[config.mk]
export PLATFORM = sky130hd
export DESIGN_NAME = fmap_writer
export DESIGN_NICKNAME = d
export VERILOG_FILES = /design/src/rtl/fmap_pkg.sv /design/src/rtl/fmap_writer.sv
export SDC_FILE = /design/constraint.sdc
export NUM_CORES = 2
export LEC_CHECK = 0
export CAP_MARGIN = 10
export CORE_AREA = 2 2 342 344
export CTS_BUF_LIST = sky130_fd_sc_hd__clkbuf_4 sky130_fd_sc_hd__clkbuf_8 sky130_fd_sc_hd__clkbuf_16
export DETAILED_ROUTE_END_ITERATION = 10
export DIE_AREA = 0 0 344 346
export GPL_TIMING_DRIVEN = 0
export MAX_ROUTING_LAYER = met4
export PLACE_DENSITY = 0.59
export SLEW_MARGIN = 20
export SYNTH_ARGS = -nofsm -noshare
export SYNTH_HDL_FRONTEND = slang
export SYNTH_SLANG_ARGS = --single-unit
[constraint.sdc]
create_clock -name clk -period 45.1 [get_ports clk]
set_input_delay 6.765 -clock clk [delete_from_list [all_inputs] [get_ports clk]]
set_output_delay 6.765 -clock clk [all_outputs]
set_load 0.01 [all_outputs]
[src/rtl/fmap_pkg.sv]
// rtl/fmap_pkg.sv - shared word width, signed word type and writer state encoding
package fmap_pkg;

   localparam int WORD_W = 32;

   typedef logic signed [WORD_W-1:0] word_t;

   typedef enum logic [1:0] {
      IDLE  = 2'd0,
      WRITE = 2'd1,
      DONE  = 2'd2
   } wr_state_t;

endpackage

[src/rtl/fmap_writer.sv]
// rtl/fmap_writer.sv - streams a captured feature map element-by-element into memory
// Optional running checksum of written words: define FMAP_WRITER_CHECKSUM_EN.
module fmap_writer
   import fmap_pkg::*;
#(
   parameter int                map_width = 5,
   parameter int                ADDR_W    = 16,
   parameter logic [ADDR_W-1:0] BASE_ADDR = '0
) (
   input  logic                                      clk,
   input  logic                                      rst,
   input  logic                                      start,
   input  logic signed [map_width*map_width*WORD_W-1:0] in_map,
   output logic                                      busy,
   output logic                                      mem_we,
   output logic [ADDR_W-1:0]                         mem_addr,
   output logic signed [WORD_W-1:0]                  mem_wdata,
   input  logic                                      mem_ready,
   output logic                                      done,
   output logic [WORD_W-1:0]                         checksum
);

   localparam int N     = map_width * map_width;
   localparam int IDX_W = (N > 1) ? $clog2(N) : 1;

   wr_state_t                 state_q;
   logic [IDX_W-1:0]          idx_q;
   logic [IDX_W-1:0]          idx_d;
   logic [N*WORD_W-1:0]       map_q;
   logic                      busy_q;
   logic                      mem_we_q;
   logic [ADDR_W-1:0]         mem_addr_q;
   word_t                     mem_wdata_q;
   logic                      done_q;
   logic                      accept;
   logic                      last;

   assign idx_d  = idx_q + IDX_W'(1);
   assign accept = (state_q == WRITE) && mem_ready;
   assign last   = (idx_q == IDX_W'(N - 1));

   always_ff @(posedge clk or posedge rst) begin
      if (rst) begin
         state_q     <= IDLE;
         idx_q       <= '0;
         map_q       <= '0;
         busy_q      <= 1'b0;
         mem_we_q    <= 1'b0;
         mem_addr_q  <= '0;
         mem_wdata_q <= '0;
         done_q      <= 1'b0;
      end else begin
         case (state_q)
            IDLE: begin
               if (start) begin
                  map_q       <= in_map;
                  idx_q       <= '0;
                  busy_q      <= 1'b1;
                  mem_we_q    <= 1'b1;
                  mem_addr_q  <= BASE_ADDR;
                  mem_wdata_q <= in_map[WORD_W-1:0];
                  state_q     <= WRITE;
               end
            end
            WRITE: begin
               // Address and data stay put until the memory takes the word.
               if (mem_ready) begin
                  if (last) begin
                     mem_we_q <= 1'b0;
                     done_q   <= 1'b1;
                     state_q  <= DONE;
                  end else begin
                     idx_q       <= idx_d;
                     mem_addr_q  <= mem_addr_q + ADDR_W'(1);
                     mem_wdata_q <= map_q[idx_d*WORD_W +: WORD_W];
                  end
               end
            end
            DONE: begin
               done_q  <= 1'b0;
               busy_q  <= 1'b0;
               state_q <= IDLE;
            end
            default: begin
               state_q  <= IDLE;
               busy_q   <= 1'b0;
               mem_we_q <= 1'b0;
               done_q   <= 1'b0;
            end
         endcase
      end
   end

`ifdef FMAP_WRITER_CHECKSUM_EN
   logic [WORD_W-1:0] checksum_q;

   always_ff @(posedge clk or posedge rst) begin
      if (rst) begin
         checksum_q <= '0;
      end else if ((state_q == IDLE) && start) begin
         checksum_q <= '0;
      end else if (accept) begin
         checksum_q <= checksum_q + mem_wdata_q;
      end
   end

   assign checksum = checksum_q;
`else
   assign checksum = '0;
`endif

   assign busy      = busy_q;
   assign mem_we    = mem_we_q;
   assign mem_addr  = mem_addr_q;
   assign mem_wdata = mem_wdata_q;
   assign done      = done_q;

endmodule

Yosys cells after proc, flatten, opt, wreduce, memory -nomap -nowiden. Cells that the tools add are included.

Output and inout port bits: 83. Input bits: 804. Register bits: 858.

$add $sub $neg: 2. Equality and inequality tests: 7. Shift-type cells: 1. Mux-type cells: 24. Reduce and logical (&&, ||, !) cells: 8. Bitwise gates (word level): 3.

Operators by type and width (number): 800-bit by 11-bit variable part select with 32-bit output (1); 32-bit two-way mux (3); 32-bit case mux with 2 select lines (1); 16-bit two-way mux (3); 16-bit case mux with 2 select lines (1); 16-bit by 1-bit adder with 16-bit output, second input constant (1); 5-bit two-way mux (3); 5-bit case mux with 2 select lines (1); 2-bit != test, second input constant (4); 4-bit AND reduction (2); 2-bit two-way mux (3); 3-bit AND reduction (2); 5-bit by 1-bit adder with 5-bit output, second input constant (1); 5-bit == test, second input constant (1); 1-bit two-way mux (5); 1-bit case mux with 2 select lines (2); 2-bit case mux with 2 select lines (1); 2-bit AND reduction (2); 1-bit inverter (3); 1-bit case mux with 3 select lines (1); 2-bit by 1-bit == test with 1-bit output, second input constant (1); 2-bit == test, second input constant (1); 2-bit logical NOT (1); 2-bit nonzero test (1).

Logic depth before layout (Yosys ltp).
Depth after elaboration: 5. Depth in mapped cells: 12. Gate-level depth less buffers: 7.

Worst setup path before layout. OpenSTA, ideal clock, no wires.

Path type: in2reg. Start point: input port start. End point: register mem_addr_q[6] (netlist: mem_addr[6]). Library setup time: 0.078 ns. Data arrival time: 7.980 ns. Cell stages on the path: 7. Path buffers: 2. Setup slack: 37.042 ns. Cells stage by stage: nor3b_4 > a31o_1 > buf_4 > nand4_1 > buf_2 > or3_1 > a21oi_1.

Word-level cells in the longest chain between the ends: 2.

RTL lines: from (decl) (RTL line fmap_writer.sv:12) `input logic start,`; 2-bit != test (no line); 4-bit AND reduction (no line); to (signal assigned) (RTL line fmap_writer.sv:74) `mem_addr_q <= mem_addr_q + ADDR_W'(1);`; to (decl) (RTL line fmap_writer.sv:32) `logic [ADDR_W-1:0] mem_addr_q;`.

Every way passes these cells. A chain may end at the register's enable or synchronous reset.

Worst setup path in the final report.
Start point: input port start. End point: register map_q[762].

Word-level cells in the longest chain between the ends: 1.

RTL lines: 2-bit AND reduction (no line); to (signal assigned) (RTL line fmap_writer.sv:56) `map_q <= in_map;`; to (decl) (RTL line fmap_writer.sv:29) `logic [N*WORD_W-1:0] map_q;`.

Every way passes these cells.

==> results list <==
- The run finished with clean final reports.
* Largest buffer count on any clock path: 3
- Yosys mapped the design onto 52 distinct sky130hd cell types.
- Internal power comes to 2410 uW.
* Buffer type at the clock tree root: sky130_fd_sc_hd__clkbuf_16
* HP Class: register to register
- Post-layout total power: 4170 uW
* Via count of the first global-routing pass: 35900
* IO Port Bufs: 854
- Entering global routing, the biggest net connects 106 pins.
- For this run, the detailed router's first-pass iteration total came to 6.
* First-pass GRT wire length: 264000 um
- The congestion estimate from routability-driven global placement came to 0.962.
* Yosys warnings: 0
- Synthesis inferred 858 register bits.
* Arrival time reported for the critical path endpoint: 9900 ps
* Post-detailed-placement half-perimeter wirelength: 150000 um
- TritonCTS built the clock tree.
* Tightest slew margin relative to the limit: 0.175
- Of the total power, the clock network draws 0.202.
- The synthesized design spends more area on one cell type than any other, namely sky130_fd_sc_hd__dfrtp_1.
- In the global route stage, overall resource usage came out at 0.322.
- In this run the worst path has a maximum fanout of 10.
- After the first detailed-routing iteration, the DRC count stood at 3456.
- Leading post-synthesis cells by instance count: 2434 x sky130_fd_sc_hd__nand2_1, 858 x sky130_fd_sc_hd__dfrtp_1, 207 x sky130_fd_sc_hd__clkbuf_1
- For this configuration, the core starts out at a cell density of 0.340.
* Number of nets in the layout: 6131
- CP required: 45730 ps
- Compared with the post-synthesis result, the final layout area differs by 36.5%.
- In this run, synthesis inferred 0 flip-flops with an integrated enable.
- The number of gates resized after CTS was 0.
- Clock tree synthesis inserted a total of 98 buffers.
- At the later pin of the worst-skew pair, clock insertion delay measures 700 ps.
- After detailed routing, the total wire length is 189000 um.
* Area of the die: 119000 um^2
- Of the available clock period, the critical path in the final layout requires 0.205.
- Setup ws final: 35830 ps
* Number of antenna violations at the first check in global routing: 48
* Vias after detailed routing: 35900
- Async set-or-reset flop fraction in the synthesized netlist: 1.00
* Residual DRC count: 0
- Avg Synthesized Cell Area: 9.06 um^2
* Vertical extent of the die: 346 um
- Yosys attributes the largest share of cell area to sky130_fd_sc_hd__dfrtp_1 55%, sky130_fd_sc_hd__nand2_1 23%, sky130_fd_sc_hd__mux4_2 6.0%.
- Wire length per cell: 27.1 um
- Worst-margin pin slew: 1230 ps
* Crit path launch type: primary input
- Fraction of the yosys area taken by sequential cells: 0.547
- Of the post-synthesis cell area, the dominant cell type holds 0.547.
- Setup repair after global routing left no endpoint under its margin.
- Between clock sinks in the finished design, the worst skew comes to 34.2 ps.
- Post-layout min period: 9270 ps
* Maximum Capacitance Violations: 0
* Total of endpoints with negative setup slack in the final report: 0
- Summed over all layers, the global routing overflow is 0.
* Netlist Area Pre-Place: 39200 um^2
* Vias per cell: 5.16
- Worst slack after detailed placement: 35150 ps
* Setup TNS: 0 ps
- Fraction of power consumed by sequential logic: 0.322
- For this design the ratio of total power to cell area is 77.8 nW/um^2.
* Psw: 1760 uW
* Leakage: 0.0256 uW
* Number of buffers inserted by post-CTS setup repair: 0
* Combinational group share of total power: 0.477
- For this run, the top clock speed supported by timing is 108 MHz.
* Final hold slack: 463 ps
- The number of pins with negative max-slew slack in the final report came to 0.
- Switching part of the total: 0.422
- The H-tree was split into 3 levels.
* Post-Syn Instances: 4330
* Number of sinks driven by the clock tree: 858
- Top-Level Pins: 887
- Core Rows: 125
- The most used flip-flop cell after synthesis is sky130_fd_sc_hd__dfrtp_1.
* Number of routed nets with antenna violations: 0
- Highest ir drop seen on vdd: 0.0355 mV
- Sort of element at the end of the critical path: register
- Yosys instantiated no cell more often than sky130_fd_sc_hd__nand2_1.
- Hold Vio Cnt, Final: 0
- The critical path is of the primary input to register type.
* Core area: 115000 um^2
- Width of the die: 344 um
- Clock edge transition at the registers on the reported setup and hold paths: 60 ps
* Share of cells above drive strength 1: 0.101
- Buffers inserted to repair hold after CTS numbered 0.
==> logic make-up after synthesis <==
logic type	share of synthesized area
AO/OA/AOI/OAI	0.0479
XOR/XNOR	0.00246
adder cells (fa/ha/maj)	0.000957
buffers and inverters	0.0365
flip-flops	0.547
multiplexers	0.115
other	0.0000956
AND/OR/NAND/NOR	0.250
==> cells in the final DEF (no fill, tap or decap), drive strengths merged, types with 13 or more instances in the layout <==
master            n
a31oi            24
clkbuf          357
dfrtp           858
conb             32
nor2             54
inv              18
buf             110
and2             33
clkdlybuf4s50   854
o21ai            20
mux2            153
nand3            13
diode            44
mux4            104
o22ai            73
a21oi            45
a2111oi          22
a211oi           22
nand2          2435
a22oi            22
mux2i            44
o31a             22
==> layer usage <==
layer,up-vias,share of wire,track usage
met1,18000,0.41,0.415
met5,-,0,-
met3,291,0.084,0.0652
li1,16000,-,-
met4,0,0.041,0.119
met2,1690,0.47,0.500
==> flip-flops by register name (all words and copies together), names as in the netlist <==
name and cells:
map_q 800, mem_wdata 32, mem_addr 16, idx_q 5, state_q 2, busy 1
done 1, mem_we 1
==> power by group through the flow <==
stage | combinational, uW | clock [uW] | sequential (uW)
detailed placement | 1980 | 0 | 1340
finish | 1980 | 841 | 1340
CTS | 1990 | 848 | 1330
global route | 2110 | 879 | 1380
global placement | 1950 | 0 | 1340
floorplan | 1140 | 0 | 1290
==> per-stage QoR <==
step           utilization  area, um^2  instances
6_report             0.464       53600       6968
3_5_place_dp         0.434       50100       6748
3_3_place_gp         0.432       49800       6739
2_1_floorplan            -       39400       4361
5_1_grt              0.464       53500       6960
4_1_cts              0.463       53500       6924
==> worst max-delay path, cell delays in order <==
cell and delay [ps]:
sky130_fd_sc_hd__clkdlybuf4s50_1 520, sky130_fd_sc_hd__nor3b_4 320, sky130_fd_sc_hd__buf_2 540, sky130_fd_sc_hd__clkbuf_1 820, sky130_fd_sc_hd__clkbuf_1 610, sky130_fd_sc_hd__nand2_1 210
sky130_fd_sc_hd__nand2_1 90
==> cell type report <==
class | count | area (um^2)
diodes | 44 | 110
clock inverters | 26 | 332
repair buffers | 863 | 8800
clock buffers | 150 | 3040
flip-flops and latches | 858 | 21500
plain buffers | 308 | 1390
fillers | 11300 | 61900
inverters | 13 | 56.3
multi-input cells | 3182 | 16500
well taps | 1524 | 1910
==> final timing paths <==
| path | start | endpoint | slack [ps] | cells after the start |
|---|---|---|---|---|
| max in group asynchronous | rst | map_q[488] | 36410 | 6 |
| worst min register to register | map_q[364] | map_q[364] | 460 | 2 |
| worst max-delay path | start | map_q[762] | 35830 | 7 |
| worst min-delay path | map_q[364] | map_q[364] | 460 | 2 |
| min in group asynchronous | rst | map_q[558] | 6480 | 2 |
| worst max register to register | idx_q[0] | mem_wdata[14] | 39770 | 12 |
No activity file was read; power rests on OpenSTA's default activity.
